$ cat src/rtl/wb_port_arbiter_pkg.sv
// Shared definitions for the register-file write-port arbiter.
package wb_port_arbiter_pkg;

  localparam int REG_AW       = 5;
  localparam int XLEN_DEFAULT = 32;

  typedef enum logic [1:0] {
    WB_IDLE  = 2'd0,
    WB_HOLD  = 2'd1,
    WB_FORCE = 2'd2
  } wb_state_t;

  // One-hot mask for a register address (bit 0 is x0).
  function automatic logic [31:0] reg_onehot(input logic [REG_AW-1:0] rd);
    return 32'd1 << rd;
  endfunction

endpackage

$ cat src/rtl/wb_scoreboard.sv
// Per-register pending scoreboard: one bit per architectural register that
// has an outstanding long-latency result. x0 is never pending.
module wb_scoreboard
  import wb_port_arbiter_pkg::*;
(
  input  logic              clk,
  input  logic              reset,
  input  logic              set_en,
  input  logic [REG_AW-1:0] set_rd,
  input  logic              clr_en,
  input  logic [REG_AW-1:0] clr_rd,
  input  logic [REG_AW-1:0] look_a,
  input  logic [REG_AW-1:0] look_b,
  input  logic [REG_AW-1:0] look_c,
  input  logic [REG_AW-1:0] look_d,
  output logic              hit_a,
  output logic              hit_b,
  output logic              hit_c,
  output logic              hit_d
);

  logic [31:0] pending;
  logic [31:0] set_mask;
  logic [31:0] clr_mask;

  assign set_mask = set_en ? reg_onehot(set_rd) : 32'd0;
  assign clr_mask = clr_en ? reg_onehot(clr_rd) : 32'd0;

  // Pending bits: clear on buffer commit, set on accepted issue; bit 0 pinned low.
  always_ff @(posedge clk) begin
    // NOTE: state registers use non-blocking assignments so every flop samples
    // pre-edge values regardless of block ordering.
    if (reset) begin
      pending <= 32'd0;
    end else begin
      pending <= ((pending & ~clr_mask) | set_mask) & ~32'd1;
    end
  end

  assign hit_a = pending[look_a];
  assign hit_b = pending[look_b];
  assign hit_c = pending[look_c];
  assign hit_d = pending[look_d];

endmodule

$ cat src/rtl/wb_port_arbiter.sv
// Register-file write-port arbiter between in-order core writeback and an
// out-of-order long-latency unit, with a one-entry result buffer and an
// anti-starvation counter that eventually stalls the core.
module wb_port_arbiter
  import wb_port_arbiter_pkg::*;
#(
  parameter int XLEN     = XLEN_DEFAULT,
  parameter int MAX_WAIT = 4
) (
  input  logic              clk,
  input  logic              reset,
  input  logic              CoreWE,
  input  logic [REG_AW-1:0] CoreRd,
  input  logic [XLEN-1:0]   CoreResult,
  input  logic [REG_AW-1:0] Rs1,
  input  logic [REG_AW-1:0] Rs2,
  input  logic              LLIssue,
  input  logic [REG_AW-1:0] LLIssueRd,
  output logic              LLIssueOK,
  input  logic              LLValid,
  input  logic [REG_AW-1:0] LLRd,
  input  logic [XLEN-1:0]   LLData,
  output logic              LLReady,
  output logic              RegWrite,
  output logic [REG_AW-1:0] WriteAddr,
  output logic [XLEN-1:0]   WriteData,
  output logic              Stall
);

  localparam int WAIT_W = (MAX_WAIT > 0) ? $clog2(MAX_WAIT + 1) : 1;

  wb_state_t         state;
  logic [REG_AW-1:0] buf_rd;
  logic [XLEN-1:0]   buf_data;
  logic [WAIT_W-1:0] wait_cnt;

  logic pend_rs1, pend_rs2, pend_core, pend_issue;
  logic hz, issue_blk, core_go, buf_wr, issue_set;

  wb_scoreboard u_scoreboard (
    .clk    (clk),
    .reset  (reset),
    .set_en (issue_set),
    .set_rd (LLIssueRd),
    .clr_en (buf_wr),
    .clr_rd (buf_rd),
    .look_a (Rs1),
    .look_b (Rs2),
    .look_c (CoreRd),
    .look_d (LLIssueRd),
    .hit_a  (pend_rs1),
    .hit_b  (pend_rs2),
    .hit_c  (pend_core),
    .hit_d  (pend_issue)
  );

  assign hz        = pend_rs1 | pend_rs2 | (CoreWE & pend_core);
  assign issue_blk = LLIssue & pend_issue;
  assign Stall     = hz | issue_blk | (state == WB_FORCE);
  assign core_go   = CoreWE & ~Stall & (CoreRd != '0);
  assign LLIssueOK = LLIssue & ~Stall;
  assign issue_set = LLIssueOK & (LLIssueRd != '0);
  assign LLReady   = (state == WB_IDLE);
  assign buf_wr    = (state == WB_FORCE) | ((state == WB_HOLD) & ~core_go);

  // Write-port mux: buffer when it must or may drain, otherwise the core.
  always_comb begin
    // NOTE: every output gets a default first so no path leaves it unassigned
    // and no latch is inferred.
    RegWrite  = 1'b0;
    WriteAddr = CoreRd;
    WriteData = CoreResult;
    if (buf_wr) begin
      RegWrite  = 1'b1;
      WriteAddr = buf_rd;
      WriteData = buf_data;
    end else if (core_go) begin
      RegWrite  = 1'b1;
    end
  end

  // Arbitration FSM with result buffer and starvation counter.
  always_ff @(posedge clk) begin
    if (reset) begin
      state    <= WB_IDLE;
      buf_rd   <= '0;
      buf_data <= '0;
      wait_cnt <= '0;
    end else begin
      case (state)
        WB_IDLE: begin
          if (LLValid) begin
            buf_rd   <= LLRd;
            buf_data <= LLData;
            wait_cnt <= '0;
            // A result for x0 is accepted and dropped.
            if (LLRd != '0) state <= WB_HOLD;
          end
        end
        WB_HOLD: begin
          if (!core_go) begin
            state <= WB_IDLE;
          end else if (wait_cnt == WAIT_W'(MAX_WAIT)) begin
            state <= WB_FORCE;
          end else begin
            wait_cnt <= wait_cnt + 1'b1;
          end
        end
        WB_FORCE: state <= WB_IDLE;
        default:  state <= WB_IDLE;
      endcase
    end
  end

endmodule

$ cat config.mk
export PLATFORM = sky130hd
export DESIGN_NAME = wb_port_arbiter
export DESIGN_NICKNAME = d
export VERILOG_FILES = /design/src/rtl/wb_port_arbiter_pkg.sv /design/src/rtl/wb_scoreboard.sv /design/src/rtl/wb_port_arbiter.sv
export SDC_FILE = /design/constraint.sdc
export NUM_CORES = 1
export LEC_CHECK = 0
export BUFFER_PORTS_ARGS = -buffer_cell sky130_fd_sc_hd__buf_2
export CORE_UTILIZATION = 53
export CTS_CLUSTER_DIAMETER = 100
export CTS_CLUSTER_SIZE = 12
export DETAILED_ROUTE_END_ITERATION = 10
export PLACE_DENSITY_LB_ADDON = 0.2
export SLEW_MARGIN = 20
export SYNTH_ARGS = -nofsm -noshare
export SYNTH_HDL_FRONTEND = slang
export SYNTH_SLANG_ARGS = --single-unit
$ cat constraint.sdc
create_clock -name clk -period 3.95 [get_ports clk]
set_clock_uncertainty 0.1 [all_clocks]
set_input_delay 0.395 -clock clk [delete_from_list [all_inputs] [get_ports clk]]
set_output_delay 0.395 -clock clk [all_outputs]
set_load 0.05 [all_outputs]
======== After elaboration in Yosys (flattened, before gate mapping) ========
Cells that the tools add are included.
W data, S select, Z words.
storage, ports and cells
  output and inout bits ................... 41
  register bits after elaboration ......... 74
  logic and storage cells ................. 69
operators by class
  equal/unequal tests ..................... 8
  multiplexer cells ....................... 23
  bitwise gates (word level) .............. 17
  magnitude comparators ................... 4
  shift operators ......................... 2
  $add $sub $neg .......................... 1
  reduce and logical (&&, ||, !) cells .... 8
operators with widths
  kind                    count
  $mux W32                3
  $shl A1 B5 Y32 const A  2
  $and A32 B32 Y32        1
  $not A32 Y32            1
  $or A32 B32 Y32         1
  $lt A5 B6 Y1 const B    4
  $bmux W1 S5             4
  $reduce_bool A5 Y1      3
  $mux W3                 3
  $mux W2                 4
  $and A1 B1 Y1           7
  $mux W1                 6
  $ne A2 B2 Y1 const B    3
  $pmux W3 S2             1
  $mux W5                 1
  $or A1 B1 Y1            5
  $pmux W2 S2             1
  $reduce_and A4 Y1       1
  $add A3 B1 Y3 const B   1
  $eq A3 B3 Y1 const B    1
  $ne A3 B2 Y1 const B    1
  $reduce_and A3 Y1       1
  $eq A2 B1 Y1 const B    1
  $eq A2 B2 Y1 const B    1
  other kinds (5)         6

======== Longest topological paths before layout ========
  depth after elaboration ................. 16
  mapped depth ............................ 11

======== Cells and area by module ========
A second synthesis with hierarchy kept.
unflattened totals
  cell total of the unflattened synthesis .. 565
  area total of the unflattened synthesis .. 4663.2 um^2
by module, submodules not included
  module           seq. area each (um^2)  area an instance (um^2)  times used  cells an instance
  wb_scoreboard    620.6                  2508.7                   1           310
  wb_port_arbiter  840.8                  2154.6                   1           255

======== Worst setup path after synthesis ========
No wires, ideal clock.
  path type ............................... input to output
  start point ............................. in LLIssueRd[0]
  end point ............................... out LLIssueOK
  setup slack ............................. 486 ps
  stages on the path ...................... 8
  data required time ...................... 3455 ps
  arrival time ............................ 2969 ps
  cell sequence ........................... buf_4 > mux4_2 > a22oi_1 > o311ai_1 > a2111oi_4 > nand4_4 > buf_2 > nor2_1
on the way
  longest elaborated chain between the ends .. 7
ends and longest elaborated chain
  element                        RTL line               source
  start, declared                wb_port_arbiter.sv:18  input logic [REG_AW-1:0] LLIssueRd,
  $bmux W1 S5                    wb_scoreboard.sv:43    assign hit_d = pending[look_d];
  $mux W1 (not written as such)  wb_scoreboard.sv:43
  $and A1 B1 Y1                  wb_port_arbiter.sv:58  assign issue_blk = LLIssue & pend_issue;
  $or A1 B1 Y1 (2 in a row)      wb_port_arbiter.sv:59  assign Stall = hz | issue_blk | (state == WB_FORCE);
  via Stall                      wb_port_arbiter.sv:27  output logic Stall
  $not A1 Y1                     wb_port_arbiter.sv:61  assign LLIssueOK = LLIssue & ~Stall;
  $and A1 B1 Y1                  wb_port_arbiter.sv:61
  end, declared                  wb_port_arbiter.sv:19  output logic LLIssueOK,
The timed path passes the listed nets, and every way through them passes these cells. The select of a mux whose other input is x is not followed.

======== Worst setup path in the final report ========
  start point ............................. reg u_scoreboard.pending[11]
  end point ............................... out WriteData[9]
on the way
  longest elaborated chain between the ends .. 13
ends and longest elaborated chain
  element                                               RTL line                                                       source
  start, declared                                       wb_scoreboard.sv:22                                            logic [31:0] pending;
  start signal, assigned                                wb_scoreboard.sv:36                                            pending <= ((pending & ~clr_mask) | set_mask) & ~32'd1;
  $bmux W1 S5 (on tied branches)                        wb_scoreboard.sv:40, wb_scoreboard.sv:41, wb_scoreboard.sv:42
  $mux W1 (on tied branches)                            wb_scoreboard.sv:40, wb_scoreboard.sv:41, wb_scoreboard.sv:42
  $or A1 B1 Y1 / $and A1 B1 Y1 (equally long branches)  wb_port_arbiter.sv:57                                          assign hz = pend_rs1 | pend_rs2 | (CoreWE & pend_core);
  $or A1 B1 Y1                                          wb_port_arbiter.sv:57
  $or A1 B1 Y1 (*) (2 in a row)                         wb_port_arbiter.sv:59
  $not A1 Y1 (*)                                        wb_port_arbiter.sv:60                                          assign core_go = CoreWE & ~Stall & (CoreRd != '0);
  $and A1 B1 Y1 (*) (2 in a row)                        wb_port_arbiter.sv:60
  $not A1 Y1 (*)                                        wb_port_arbiter.sv:64                                          assign buf_wr = (state == WB_FORCE) | ((state == WB_HOLD) & ~core_go);
  $and A1 B1 Y1 (*)                                     wb_port_arbiter.sv:64
  $or A1 B1 Y1 (*)                                      wb_port_arbiter.sv:64
  $mux W32 (*)                                          wb_port_arbiter.sv:73                                          if (buf_wr) begin
  end, declared                                         wb_port_arbiter.sv:26                                          output logic [XLEN-1:0] WriteData,
Mark *: on every way between the ends. The rest lies on a longest branch, timed or not. The select of a mux whose other input is x is not followed.

==> run_results.csv <==
group,metric,value,unit
outcome,status,"finished, final reports clean",
die,coreArea,8300,um2
die,die_x,95.0,um
worst_setup_path,end_kind,"primary output",
placed_design,port_buffers,134,
routing,routed_wl,13900,um
worst_setup_path,ff2ff_setup_slack,0.93,ns
logic_synthesis,synth_seq_cells,73,
logic_synthesis,synth.area.top_cells,"dfxtp_1 32%, mux4_2 12%, mux2_2 11%",
logic_synthesis,synth_area_per_cell,8.82,um2
cells_and_area,nNetsFinal,724,
global_routing,grt.overflow.total,0,
hold_path,hold_path_depth,3,
worst_setup_path,path_class,"reg -> out",
sta,fin_crit_sh,96.7,%
worst_setup_path,cp.arrival,3.33,ns
hold_path,hold_path_end,"buf_data[14]",
clocking,cts_tree,"done",
clocking,cts_sinks,73,
die,ios,135,
logic_synthesis,ys_async_sr_fraction,0,%
routing,drc,0,
worst_setup_path,reg2regPathDepth,10,
sta,worstMarginPinSlew,0.781,ns
clocking,worstSkewPairLatency,0.35,ns
die,die_h,95.0,um
routing,dr.pass1.iters,5,
sta,fin_tns_setup,0,ns
logic_synthesis,synth_top_area_share,31.9,%
placed_design,routabilityCongestion,0.916,
routing,vias,4583,
sta,setup_viol,0,
worst_setup_path,critical_path_required,3.45,ns
clocking,clockRootBuffer,"clkbuf_8",
cells_and_area,fillers,724,
power_and_ir_drop,power.density,338,nW/um2
cells_and_area,drive_gt1_share,36.9,%
hold_path,min-delay-start,"LLData[14]",
routing,drt-initial-drc-count,367,
placed_design,dp_hpwl,9890,um
clocking,cts_resized,0,
sta,hold_viol,0,
sta,maxSlewHeadroom,47.9,%
sta,max_freq,0.262,GHz
cells_and_area,fin_util,65.8,%
logic_synthesis,synth_edf_count,0,
worst_setup_path,crit_path_start_kind,"register",
logic_synthesis,yosysSeqAreaShare,31.9,%
job,drv_cap,0,
hold_path,min_path_type,"in -> reg",
logic_synthesis,synth_flop_cell,"dfxtp_1",
sta,maxSlewViolCount,0,
global_routing,grt_max_degree,54,
worst_setup_path,cp_max_fo,26,
logic_synthesis,synth_cells,520,
cells_and_area,regArea,1460,um2
logic_synthesis,synthesis.area,4590,um2
global_routing,track_usage,30.3,%
cells_and_area,diodes,0,
logic_synthesis,yosysUniqueCellTypes,49,
routing,vias_per_cell,6.23,
worst_setup_path,r2r-end,"u_scoreboard.pending[17]",
power_and_ir_drop,p_leak,2.15,nW
logic_synthesis,yosys_warnings,0,
clocking,ctsHoldBuffers,0,
clocking,cts_setup_buffers,0,
clocking,htreeDepth,3,
clocking,cts_max_path_buffers,2,
routing,wl_per_cell,18.8,um
routing,antenna_left,0,
global_routing,grt_pass1_vias,4223,
global_routing,grt_antenna_before_repair,0,
cells_and_area,area_growth,19.0,%
die,die-area,9030,um2
logic_synthesis,synth_area_leader_cell,"dfxtp_1",
global_routing,grt_first_pass_wirelength,20800,um
worst_setup_path,r2r_start,"u_scoreboard.pending[11]",
sta,min_period,3.82,ns
power_and_ir_drop,vdd_ir_drop_max,0.000256,V
die,rows,33,
sta,rsz0062_at_grt,"no",
die,start_util,55.3,%
cells_and_area,multi_input_area,2890,um2
clocking,cts_buffers,9,
logic_synthesis,syn_nets,616,
clocking,clk_pin_slew,0.08,ns
==> cells in the final DEF (no fill, tap or decap), drive strengths merged, types with 2 or more instances in the layout <==
| cell | netlist | routed |
|---|---|---|
| nor2 | 14 | 14 |
| nor3b | 7 | 7 |
| o211ai | 3 | 3 |
| nand2b | 11 | 11 |
| mux4 | 24 | 24 |
| nand3b | 3 | 3 |
| a221oi | 2 | 2 |
| dfxtp | 73 | 73 |
| and3b | 2 | 2 |
| clkinv | 0 | 3 |
| o32ai | 2 | 2 |
| inv | 10 | 10 |
| xnor2 | 2 | 2 |
| ha | 2 | 2 |
| a2111oi | 4 | 4 |
| mux2 | 43 | 43 |
| buf | 17 | 141 |
| nand4 | 3 | 3 |
| o22ai | 3 | 3 |
| nor4 | 8 | 8 |
| or2 | 5 | 5 |
| o21ai | 22 | 22 |
| nor2b | 10 | 10 |
| nand3 | 6 | 6 |
| or3 | 4 | 4 |
| nand2 | 103 | 103 |
| clkbuf | 28 | 11 |
| a21oi | 51 | 51 |
| o41ai | 11 | 11 |
| o311ai | 18 | 18 |
| nor3 | 10 | 10 |
| mux2i | 9 | 9 |
==> registers in the layout, summed over array words and instances (netlist names) <==
name,cells
buf_data,32
buf_rd,5
state,2
u_scoreboard.pending,31
wait_cnt,3
==> area by class of cell <==
cell class,instances,share of cell area [%]
multi-input combinational,392,52.9
sequential,73,26.8
clock buffer,10,2.52
tap,105,2.41
clock inverter,4,0.825
timing repair buffer,142,13.9
inverter,10,0.688
==> worst max-delay path: stages (launching register included) <==
cell and delay (ns):
dfxtp_1 0.39, mux4_2 0.49, a22oi_1 0.19, o311ai_1 0.22, a2111oi_4 0.42, nand4_4 0.15
o21ai_4 0.29, clkbuf_16 0.27, mux2_2 0.34, buf_2 0.21
==> per-layer routing <==
metal	wire, um	global-route usage [%]	share of wire [%]
met1	5550	38.7	40
met2	6910	51.5	50
met3	1120	4.78	8.1
met4	280	11.7	2.0
met5	0	0	0
==> worst max path at each step <==
stage                                   from            end  slack, ns  cells past startpoint
floorplan                       LLIssueRd[0]      LLIssueOK       0.49                      8
global placement                LLIssueRd[0]  WriteData[25]       0.31                     10
detailed placement              LLIssueRd[0]   WriteAddr[3]       0.25                     10
CTS                 u_scoreboard.pending[11]   WriteAddr[3]        0.1                      9
global route        u_scoreboard.pending[11]  WriteData[12]       0.01                      9
finish              u_scoreboard.pending[11]   WriteData[9]       0.13                      9
==> cells in the mapped netlist, drive strengths merged (5+ instances only) <==
master,n
mux2i,9
o21ai,22
nor2b,10
inv,10
mux2,43
buf,17
o311ai,18
dfxtp,73
nor3b,7
a21oi,51
nor2,14
nand3,6
o41ai,11
nand2b,11
or2,5
clkbuf,28
nor4,8
nand2,103
nor3,10
mux4,24
==> kinds of logic (layout without fill, tap and decap cells) <==
family	after synthesis	in the layout	synth area share (%)
AO/OA/AOI/OAI	123	123	17.9
XOR/XNOR	2	2	0.382
adder cells (fa/ha/maj)	2	2	0.545
buffers and inverters	55	166	5.29
flip-flops	73	73	31.9
multiplexers	76	76	24.3
AND/OR/NAND/NOR	189	189	19.7
==> power breakdown <==
group | leakage [nW] | internal (mW) | total (mW) | switching [mW]
combinational | 1.45 | 0.160 | 0.489 | 0.329
sequential | 0.595 | 0.763 | 0.785 | 0.0224
clock | 0.0978 | 0.299 | 0.569 | 0.270
total | 2.15 | 1.22 | 1.84 | 0.622
==> metrics by stage <==
step | hold WS [ns] | setup slack, ns | instance area [um2] | cells | total power [mW]
after global routing | 0.185 | 0.0147 | 5460 | 736 | 1.91
after detailed placement | 0.346 | 0.249 | 5250 | 721 | 1.28
after CTS | 0.170 | 0.0967 | 5430 | 735 | 1.84
after floorplan | 0.334 | 0.486 | 4590 | 520 | 1.15
after global placement | 0.341 | 0.311 | 5250 | 721 | 1.27
final | 0.179 | 0.130 | 5460 | 736 | 1.84
(Power assumes the default switching activity.)
